===== config.mk =====
export PLATFORM = sky130hd
export DESIGN_NAME = i2s_tx_fifo_flat
export DESIGN_NICKNAME = d
export VERILOG_FILES = /design/src/rtl/i2s_pkg.sv /design/src/rtl/i2s_tx_fifo_if.sv /design/src/rtl/i2s_fifo_mem.sv /design/src/rtl/i2s_tx_fifo.sv /design/src/flat_wrapper.sv
export SDC_FILE = /design/constraint.sdc
export NUM_CORES = 1
export LEC_CHECK = 0
export BUFFER_PORTS_ARGS = -buffer_cell sky130_fd_sc_hd__buf_2
export CORE_MARGIN = 2
export CORE_UTILIZATION = 25
export DETAILED_ROUTE_END_ITERATION = 12
export SLEW_MARGIN = 20
export SYNTH_ARGS = -nofsm -noshare
export SYNTH_HDL_FRONTEND = slang
export SYNTH_SLANG_ARGS = --single-unit

===== constraint.sdc =====
create_clock -name pclk -period 5.05 [get_ports pclk]
set_clock_uncertainty 0.15 [all_clocks]
set_input_delay 0.2525 -clock pclk [delete_from_list [all_inputs] [get_ports pclk]]
set_output_delay 0.2525 -clock pclk [all_outputs]
set_load 0.01 [all_outputs]

===== src/rtl/i2s_pkg.sv =====
// Shared I2S constants: default word width and status-register bit positions
// so every flags register packs FIFO status the same way.
package i2s_pkg;

   localparam int I2S_DATA_W = 32;

   localparam int FL_FULL   = 0;
   localparam int FL_EMPTY  = 1;
   localparam int FL_AFULL  = 2;
   localparam int FL_AEMPTY = 3;
   localparam int FL_OVF    = 4;
   localparam int FL_UDF    = 5;
   localparam int FL_W      = 6;

   typedef logic [FL_W-1:0] flags_t;

   function automatic flags_t pack_flags(input logic full, input logic empty,
                                         input logic afull, input logic aempty,
                                         input logic ovf, input logic udf);
      flags_t f;
      f            = '0;
      f[FL_FULL]   = full;
      f[FL_EMPTY]  = empty;
      f[FL_AFULL]  = afull;
      f[FL_AEMPTY] = aempty;
      f[FL_OVF]    = ovf;
      f[FL_UDF]    = udf;
      return f;
   endfunction

endpackage


===== src/rtl/i2s_tx_fifo_if.sv =====
// Bus between the TX register/control logic (master) and the TX FIFO (slave).
interface i2s_tx_fifo_if #(
   parameter int DATA_W = i2s_pkg::I2S_DATA_W,
   parameter int LVL_W  = 4
);
   // Strobes are plain one-per-cycle requests: wen/ren each move at most one
   // word per rising edge, and rvalid pulses one cycle after an accepted ren.
   logic              flush;
   logic              wen;
   logic [DATA_W-1:0] wdata;
   logic              ren;
   logic              err_clr;
   logic [DATA_W-1:0] rdata;
   logic              rvalid;
   logic              full;
   logic              empty;
   logic              almost_full;
   logic              almost_empty;
   logic [LVL_W-1:0]  level;
   logic              overflow;
   logic              underflow;

   modport master (
      output flush, wen, wdata, ren, err_clr,
      input  rdata, rvalid, full, empty, almost_full, almost_empty, level,
             overflow, underflow
   );

   modport slave (
      input  flush, wen, wdata, ren, err_clr,
      output rdata, rvalid, full, empty, almost_full, almost_empty, level,
             overflow, underflow
   );
endinterface


===== src/rtl/i2s_fifo_mem.sv =====
// FIFO storage: DEPTH x DATA_W array, synchronous write, registered read.
// The array itself is not reset; only the read register is.
module i2s_fifo_mem #(
   parameter int DATA_W = 32,
   parameter int DEPTH  = 8
) (
   input  logic                     pclk,
   input  logic                     preset,
   input  logic                     we,
   input  logic [$clog2(DEPTH)-1:0] waddr,
   input  logic [DATA_W-1:0]        wdata,
   input  logic                     re,
   input  logic [$clog2(DEPTH)-1:0] raddr,
   output logic [DATA_W-1:0]        rdata
);

   logic [DATA_W-1:0] mem [DEPTH];

   always_ff @(posedge pclk) begin
      if (we) mem[waddr] <= wdata;
   end

   always_ff @(posedge pclk or negedge preset) begin
      if (!preset)  rdata <= '0;
      else if (re)  rdata <= mem[raddr];
   end

endmodule


===== src/rtl/i2s_tx_fifo.sv =====
// TX sample FIFO between the APB data register and the I2S serializer.
// Optional sticky overflow/underflow flags: define I2S_FIFO_ERR_FLAGS_EN.
module i2s_tx_fifo
   import i2s_pkg::*;
#(
   parameter int DATA_W = I2S_DATA_W,
   parameter int DEPTH  = 8,
   parameter int AF_LVL = 6,
   parameter int AE_LVL = 2
) (
   input  logic        pclk,
   input  logic        preset,
   i2s_tx_fifo_if.slave bus
);

   localparam int AW = $clog2(DEPTH);
   localparam int PW = AW + 1;
   localparam logic [PW-1:0] AF_L = PW'(AF_LVL);
   localparam logic [PW-1:0] AE_L = PW'(AE_LVL);

   generate
      if (DEPTH < 4 || (DEPTH & (DEPTH - 1)) != 0 ||
          !(AE_LVL < AF_LVL && AF_LVL <= DEPTH)) begin : g_bad_cfg
         $error("i2s_tx_fifo: bad DEPTH/AF_LVL/AE_LVL configuration");
      end
   endgenerate

   logic [PW-1:0] wr_ptr, rd_ptr, wr_nxt, rd_nxt, lvl_nxt;
   logic          wr_ok, rd_ok;

   // full/empty are the registered pre-cycle state, so a full+read cycle
   // still drops the write and an empty+write cycle still underflows the read.
   assign wr_ok = bus.wen && !bus.full  && !bus.flush;
   assign rd_ok = bus.ren && !bus.empty && !bus.flush;

   always_comb begin
      wr_nxt = wr_ptr;
      rd_nxt = rd_ptr;
      if (bus.flush) begin
         wr_nxt = '0;
         rd_nxt = '0;
      end else begin
         if (wr_ok) wr_nxt = wr_ptr + 1'b1;
         if (rd_ok) rd_nxt = rd_ptr + 1'b1;
      end
      lvl_nxt = wr_nxt - rd_nxt;
   end

   always_ff @(posedge pclk or negedge preset) begin
      if (!preset) begin
         wr_ptr           <= '0;
         rd_ptr           <= '0;
         bus.level        <= '0;
         bus.full         <= 1'b0;
         bus.empty        <= 1'b1;
         bus.almost_full  <= 1'b0;
         bus.almost_empty <= 1'b1;
         bus.rvalid       <= 1'b0;
      end else begin
         wr_ptr           <= wr_nxt;
         rd_ptr           <= rd_nxt;
         bus.level        <= lvl_nxt;
         bus.full         <= (wr_nxt[AW] != rd_nxt[AW]) &&
                             (wr_nxt[AW-1:0] == rd_nxt[AW-1:0]);
         bus.empty        <= (wr_nxt == rd_nxt);
         bus.almost_full  <= (lvl_nxt >= AF_L);
         bus.almost_empty <= (lvl_nxt <= AE_L);
         bus.rvalid       <= rd_ok;
      end
   end

   i2s_fifo_mem #(.DATA_W(DATA_W), .DEPTH(DEPTH)) u_mem (
      .pclk   (pclk),
      .preset (preset),
      .we     (wr_ok),
      .waddr  (wr_ptr[AW-1:0]),
      .wdata  (bus.wdata),
      .re     (rd_ok),
      .raddr  (rd_ptr[AW-1:0]),
      .rdata  (bus.rdata)
   );

`ifdef I2S_FIFO_ERR_FLAGS_EN
   logic ovf_set, udf_set;
   assign ovf_set = bus.wen && bus.full  && !bus.flush;
   assign udf_set = bus.ren && bus.empty && !bus.flush;

   // A set event in the same cycle as err_clr wins.
   always_ff @(posedge pclk or negedge preset) begin
      if (!preset) begin
         bus.overflow  <= 1'b0;
         bus.underflow <= 1'b0;
      end else begin
         if (ovf_set)          bus.overflow  <= 1'b1;
         else if (bus.err_clr) bus.overflow  <= 1'b0;
         if (udf_set)          bus.underflow <= 1'b1;
         else if (bus.err_clr) bus.underflow <= 1'b0;
      end
   end
`else
   logic unused_err_clr;
   assign unused_err_clr = bus.err_clr;
   assign bus.overflow   = 1'b0;
   assign bus.underflow  = 1'b0;
`endif

endmodule


===== src/flat_wrapper.sv =====
// flat-port wrapper written by rule: the top's interface ports become plain ports
module i2s_tx_fifo_flat import i2s_pkg::*;
#(
   parameter int DATA_W = I2S_DATA_W,
   parameter int DEPTH  = 8,
   parameter int AF_LVL = 6,
   parameter int AE_LVL = 2
)
  (pclk, preset, bus_flush, bus_wen, bus_wdata, bus_ren, bus_err_clr, bus_rdata, bus_rvalid, bus_full, bus_empty, bus_almost_full, bus_almost_empty, bus_level, bus_overflow, bus_underflow);
  i2s_tx_fifo_if #(.DATA_W(DATA_W), .LVL_W((4))) bus_i ();
  input  logic pclk;
  input  logic preset;
  input wire logic [$bits(bus_i.flush)-1:0] bus_flush;
  input wire logic [$bits(bus_i.wen)-1:0] bus_wen;
  input wire logic [$bits(bus_i.wdata)-1:0] bus_wdata;
  input wire logic [$bits(bus_i.ren)-1:0] bus_ren;
  input wire logic [$bits(bus_i.err_clr)-1:0] bus_err_clr;
  output wire logic [$bits(bus_i.rdata)-1:0] bus_rdata;
  output wire logic [$bits(bus_i.rvalid)-1:0] bus_rvalid;
  output wire logic [$bits(bus_i.full)-1:0] bus_full;
  output wire logic [$bits(bus_i.empty)-1:0] bus_empty;
  output wire logic [$bits(bus_i.almost_full)-1:0] bus_almost_full;
  output wire logic [$bits(bus_i.almost_empty)-1:0] bus_almost_empty;
  output wire logic [$bits(bus_i.level)-1:0] bus_level;
  output wire logic [$bits(bus_i.overflow)-1:0] bus_overflow;
  output wire logic [$bits(bus_i.underflow)-1:0] bus_underflow;
  assign bus_i.flush = bus_flush;
  assign bus_i.wen = bus_wen;
  assign bus_i.wdata = bus_wdata;
  assign bus_i.ren = bus_ren;
  assign bus_i.err_clr = bus_err_clr;
  assign bus_rdata = bus_i.rdata;
  assign bus_rvalid = bus_i.rvalid;
  assign bus_full = bus_i.full;
  assign bus_empty = bus_i.empty;
  assign bus_almost_full = bus_i.almost_full;
  assign bus_almost_empty = bus_i.almost_empty;
  assign bus_level = bus_i.level;
  assign bus_overflow = bus_i.overflow;
  assign bus_underflow = bus_i.underflow;
  i2s_tx_fifo #(.DATA_W(DATA_W), .DEPTH(DEPTH), .AF_LVL(AF_LVL), .AE_LVL(AE_LVL)) u_core (.pclk(pclk), .preset(preset), .bus(bus_i));
endmodule

After elaboration in Yosys (flattened, before gate mapping)
Memories as Yosys holds them, arrays and structs flattened. A register that Yosys moved wholly into a read port is not among the register bits.
Cells that the tools add are included.
{"block": "totals", "reg_bits": 17, "ramBits": 256, "in_bits": 38, "output_inout_bits": 43, "n_memories": 1}
{"block": "classes", "add_sub_neg": 3, "n_lt_le_gt_ge": 2, "eq_ne": 3, "mux": 6, "reduce_logical": 9}
{"name": "u_core.u_mem.mem", "words": 8, "width": 32, "read_ports": 1, "rd_ports_with_merged_regs": 1, "write_ports": 1, "line_no": "i2s_fifo_mem.sv:17", "source": "logic [DATA_W-1:0] mem [DEPTH];"}
{"op": "two-way mux 4 bit", "n": 4}
{"op": "adder 4 x 1 -> 4 bit, second input constant", "n": 2}
{"op": "logical AND 1 bit", "n": 5}
{"op": "== test 4 bit", "n": 1}
{"op": ">= comparator 4 x 3 -> 1 bit, second input constant", "n": 1}
{"op": "less-or-equal comparator 4 x 2 -> 1 bit, second input constant", "n": 1}
{"op": "logical NOT 1 bit", "n": 4}
{"op": "subtractor 4 bit", "n": 1}
{"op": "== test 3 bit", "n": 1}
{"op": "two-way mux 1 bit", "n": 2}
{"op": "inequality test 1 bit", "n": 1}

Longest topological paths before layout
{"block": "logic_depth", "ltp_word": 7, "ltp_mapped": 11}

Hierarchy
Synthesis repeated with hierarchy kept, for this count alone.
{"block": "unflattened", "cells_unflattened": 722, "hier_area_um2": 12164.2}
{"mod": "i2s_fifo_mem", "n_inst": 1, "cells_per_inst": 635, "area_per_inst_um2": 11254.5, "seq_area_each_um2": 8488.1}
{"mod": "i2s_tx_fifo", "n_inst": 1, "cells_per_inst": 87, "area_per_inst_um2": 909.6, "seq_area_each_um2": 427.9}

Worst setup path before layout
No wires, ideal clock.
{"block": "synth_timing", "path_kind": "register to register", "start": "reg u_core.bus.full", "end": "mem u_core.u_mem.mem[0][0], enable pin", "setup_time_ps": 461, "arrival_ps": 3163, "t_required_ps": 4439, "slack_ps": 1276, "stages_incl_launch_ff": 4, "period_less_slack_ps": 3774, "path_cell_list": "dfrtp_1 nand2b_1 or3_1 nor3_1"}
{"block": "synth_between", "elab_chain_len": 5}
{"element": "start, declared", "line_no": "i2s_tx_fifo_if.sv:31", "source": "output rdata, rvalid, full, empty, almost_full, almost_empty, level,"}
{"element": "start signal, assigned", "line_no": "i2s_tx_fifo.sv:63", "source": "bus.full <= (wr_nxt[AW] != rd_nxt[AW]) &&"}
{"element": "logical NOT 1 bit", "line_no": "i2s_tx_fifo.sv:33", "source": "assign wr_ok = bus.wen && !bus.full && !bus.flush;"}
{"element": "logical AND 1 bit (2 in series)", "line_no": "i2s_tx_fifo.sv:33"}
{"element": "two-way mux 1 bit", "line_no": "i2s_fifo_mem.sv:20", "source": "if (we) mem[waddr] <= wdata;"}
{"element": "two-way mux 1 bit (implied by the code)", "line_no": "i2s_fifo_mem.sv:20"}
{"element": "end, declared", "line_no": "i2s_fifo_mem.sv:17"}
No other way between the ends.

Worst setup path in the final report
{"block": "layout_timing", "start": "reg u_core.rd_ptr[0]", "end": "reg u_core.bus.level[3]"}
{"block": "layout_between", "elab_chain_len": 4}
{"element": "start, declared", "line_no": "i2s_tx_fifo.sv:28", "source": "logic [PW-1:0] wr_ptr, rd_ptr, wr_nxt, rd_nxt, lvl_nxt;"}
{"element": "start signal, assigned", "line_no": "i2s_tx_fifo.sv:61", "source": "rd_ptr <= rd_nxt;"}
{"element": "adder 4 x 1 -> 4 bit", "line_no": "i2s_tx_fifo.sv:44", "source": "if (rd_ok) rd_nxt = rd_ptr + 1'b1;"}
{"element": "two-way mux 4 bit (*)", "line_no": "i2s_tx_fifo.sv:44"}
{"element": "two-way mux 4 bit (*)", "line_no": "i2s_tx_fifo.sv:39", "source": "if (bus.flush) begin"}
{"element": "subtractor 4 bit (*)", "line_no": "i2s_tx_fifo.sv:46", "source": "lvl_nxt = wr_nxt - rd_nxt;"}
{"element": "via u_core.lvl_nxt[3]", "line_no": "i2s_tx_fifo.sv:28"}
{"element": "end signal, assigned", "line_no": "i2s_tx_fifo.sv:62", "source": "bus.level <= lvl_nxt;"}
{"element": "end, declared", "line_no": "i2s_tx_fifo_if.sv:31"}
The timed path passes the listed nets; every way through them passes the cells marked *.

==> run metrics <==
outcome=complete, no violations; HP Class=input pin to flop; DR WL/cell=between 15 and 20 um; FF+latch count, synth=roughly 310; total I/O pin count=between 80 and 90; top area cells in the synthesized netlist=edfxtp_1, mux4_2, dfrtp_1; maximum number of pins on one net before global-route repair=just over 70; final wirelength=between 20,000 and 25,000 um; synthesized area=between 10,000 and 15,000 um^2; # Max-Cap Violations=0; Fmax achieved=approximately 0.31 GHz; CP Max Fanout=40; Primary FF master, synth=edfxtp_1; Synth async-reset ratio=between 15 and 20%; total gr overflow=0; nets@finish=roughly 740; share of layout cells above drive strength 1=31.5%; most used cell, CP=ha_1; # port buffers=77; Worst setup EP type=flop; arrival time worst endpoint=3.59 ns; Design Area, Final=roughly 14,000 um^2; placed insts=~1,200; Hold Fails Final Rpt=0; clock latency at the later pin of the worst-skew pair=0.58 ns; Hold WS=0.0910 ns; slowest CP cell=dfrtp_4; Final WS setup=approximately 1.8 ns; htree depth=1; initial antenna violation count=2; setup-violating endpoint count in the final report=0; Critical Path RT=~5.4 ns; Setup crit start kind=flop; dpl hpwl=about 13,000 um; share of the synthesized area in the top cell type=roughly two thirds; area leader, netlist=edfxtp_1; via count=5,589; cell chain of the critical path=ha_1, mux2i_1, or2_2, ha_1, nor2b_1, o21ai_0, nand2_1, nor4_1, or2_1; dpl ws=1.73 ns; register clock-pin slew on the reported worst setup and hold paths=0.06 ns; initial detailed-routing violation count=a little under 400; DIE AREA=48,100 um^2; post-layout util=around a third; Mapped Cells=570; CTS tree=done; Starting Density=approximately 25%; unrepaired setup endpoints after global routing=no; Root Buffer Master=clkbuf_16; row cnt=78; Die X=approximately 220 um; cts bufs inserted=31; Clock Path Buffers=3; vias in the first global route=around 6,000; DRC=0; placed cell areas=between 10,000 and 15,000 um^2; setup bufs post-CTS=0; total power=6.20 mW; Slowest Stage Delay on Critical Path=around 0.95 ns; average cell area after synthesis=just over 20 um^2; worst-margin pin slew=1.01 ns; Seq/Total Area, Yosys=between 70% and 80%; drt pass-1 iters=4; PD cells=between 400 and 500 nW/um^2; library cells used by synthesis=37; Final TNS setup=0 ns; core area=about 46,000 um^2; routed vias/inst=4.22; global-route wire length before repair=between 30,000 and 40,000 um; Final Non-Filler Cells=between 1,000 and 1,500; synth warn=0; Worst VDD drop=between 0.2 and 0.3 mV; routability congestion estimate=just under 0.7; Tcrit/Tclk final=64.0%; pins over their slew limit=0; Area growth, synth to finish=23.3%; leakage=between 4 and 5 nW; overall routing resource usage=10.2%; Final ANT Viol Nets=0; CP Class=flop to flop; Die H=219 um; min Tclk post-route=3.23 ns; CTS sink cnt=305; Post-synth EDFFs=256; Slew headroom=between 30% and 40%
[cells by family (layout without fill, tap and decap cells)]
family	count (synthesis)	after routing	synth area share [%]
compound gates	47	47	2.37
flops	305	305	76.9
simple gates	70	70	2.84
fa+ha+maj	6	6	0.713
other cells	1	3	0.0324
xor+xnor	5	5	0.378
mux	98	98	15.4
buf+inv	38	190	1.36
[sequential cells by signal (all words and copies together) (netlist names)]
name                     count
u_core.u_mem.mem           256
u_core.bus.almost_full       1
u_core.bus.empty             1
u_core.bus.rvalid            1
u_core.rd_ptr                4
u_core.bus.almost_empty      1
u_core.u_mem.rdata          32
u_core.bus.level             4
u_core.bus.full              1
u_core.wr_ptr                4
[critical path, delay by kind of cell, from the launching register on]
kind,cells,cell delay [ns]
and+or+nand+nor,5,1.21
muxes,1,0.06
DFF,1,0.95
AOI/OAI and AO/OA,1,0.24
adders and majority gates,2,0.56
[final timing paths]
path	start	to	slack [ns]	cells after the start
min in group asynchronous	preset	u_core.u_mem.rdata[29]	0.22	3
min reg2reg	u_core.u_mem.rdata[1]	u_core.u_mem.rdata[1]	0.32	2
max in group asynchronous	preset	u_core.rd_ptr[1]	3.97	3
max reg2reg	u_core.rd_ptr[0]	u_core.bus.level[3]	1.82	9
max	u_core.rd_ptr[0]	u_core.bus.level[3]	1.82	9
min	bus_wen	u_core.wr_ptr[0]	0.09	5
[area by class of cell]
cell class,count,area (um^2)
tap,600,751
antenna,1,2.50
multi-input combinational,228,2580
clock buffer,42,887
clock inverter,16,299
timing repair buffer,124,823
fill,4394,31300
sequential,305,8920
inverter,8,30.0
[what timing repair did]
item                      4_1_cts  5_1_grt
hold buffers                   34        0
resized for setup               0        0
hold endpoints to repair      309        0
[per-layer routing]
metal,vias up,global-route usage [%],part of all wire [%]
met1,2904,13.1,45
met5,-,0,0.054
li1,2536,-,-
met3,39,2.29,4.1
met2,108,17.4,49
met4,2,2.61,2.1
[cells in the mapped netlist (4+ instances only)]
library cell / n
nand2_1: 36
dfrtp_1: 47
edfxtp_1: 256
nor3_1: 5
o21ai_0: 34
mux4_2: 64
or2_2: 4
ha_1: 5
clkbuf_1: 15
buf_1: 7
mux2i_1: 34
inv_1: 8
nor2_1: 9
buf_2: 6
[power breakdown]
group | internal (mW) | leakage [nW] | switching, mW
clock network | 1.64 | 0.577 | 0.961
registers | 2.90 | 2.93 | 0.0895
logic | 0.270 | 1.29 | 0.334
[layout by cell type, fill, tap and decap left out, drive strengths merged, types with 8 or more instances in the layout]
| master | count |
|---|---|
| mux4 | 64 |
| bufinv | 8 |
| nand2 | 36 |
| buf | 90 |
| inv | 9 |
| o21ai | 35 |
| edfxtp | 256 |
| dlygate4sd3 | 34 |
| clkbuf | 42 |
| mux2i | 34 |
| nor2 | 9 |
| dfrtp | 47 |
Power figures use the tool's default switching activity.
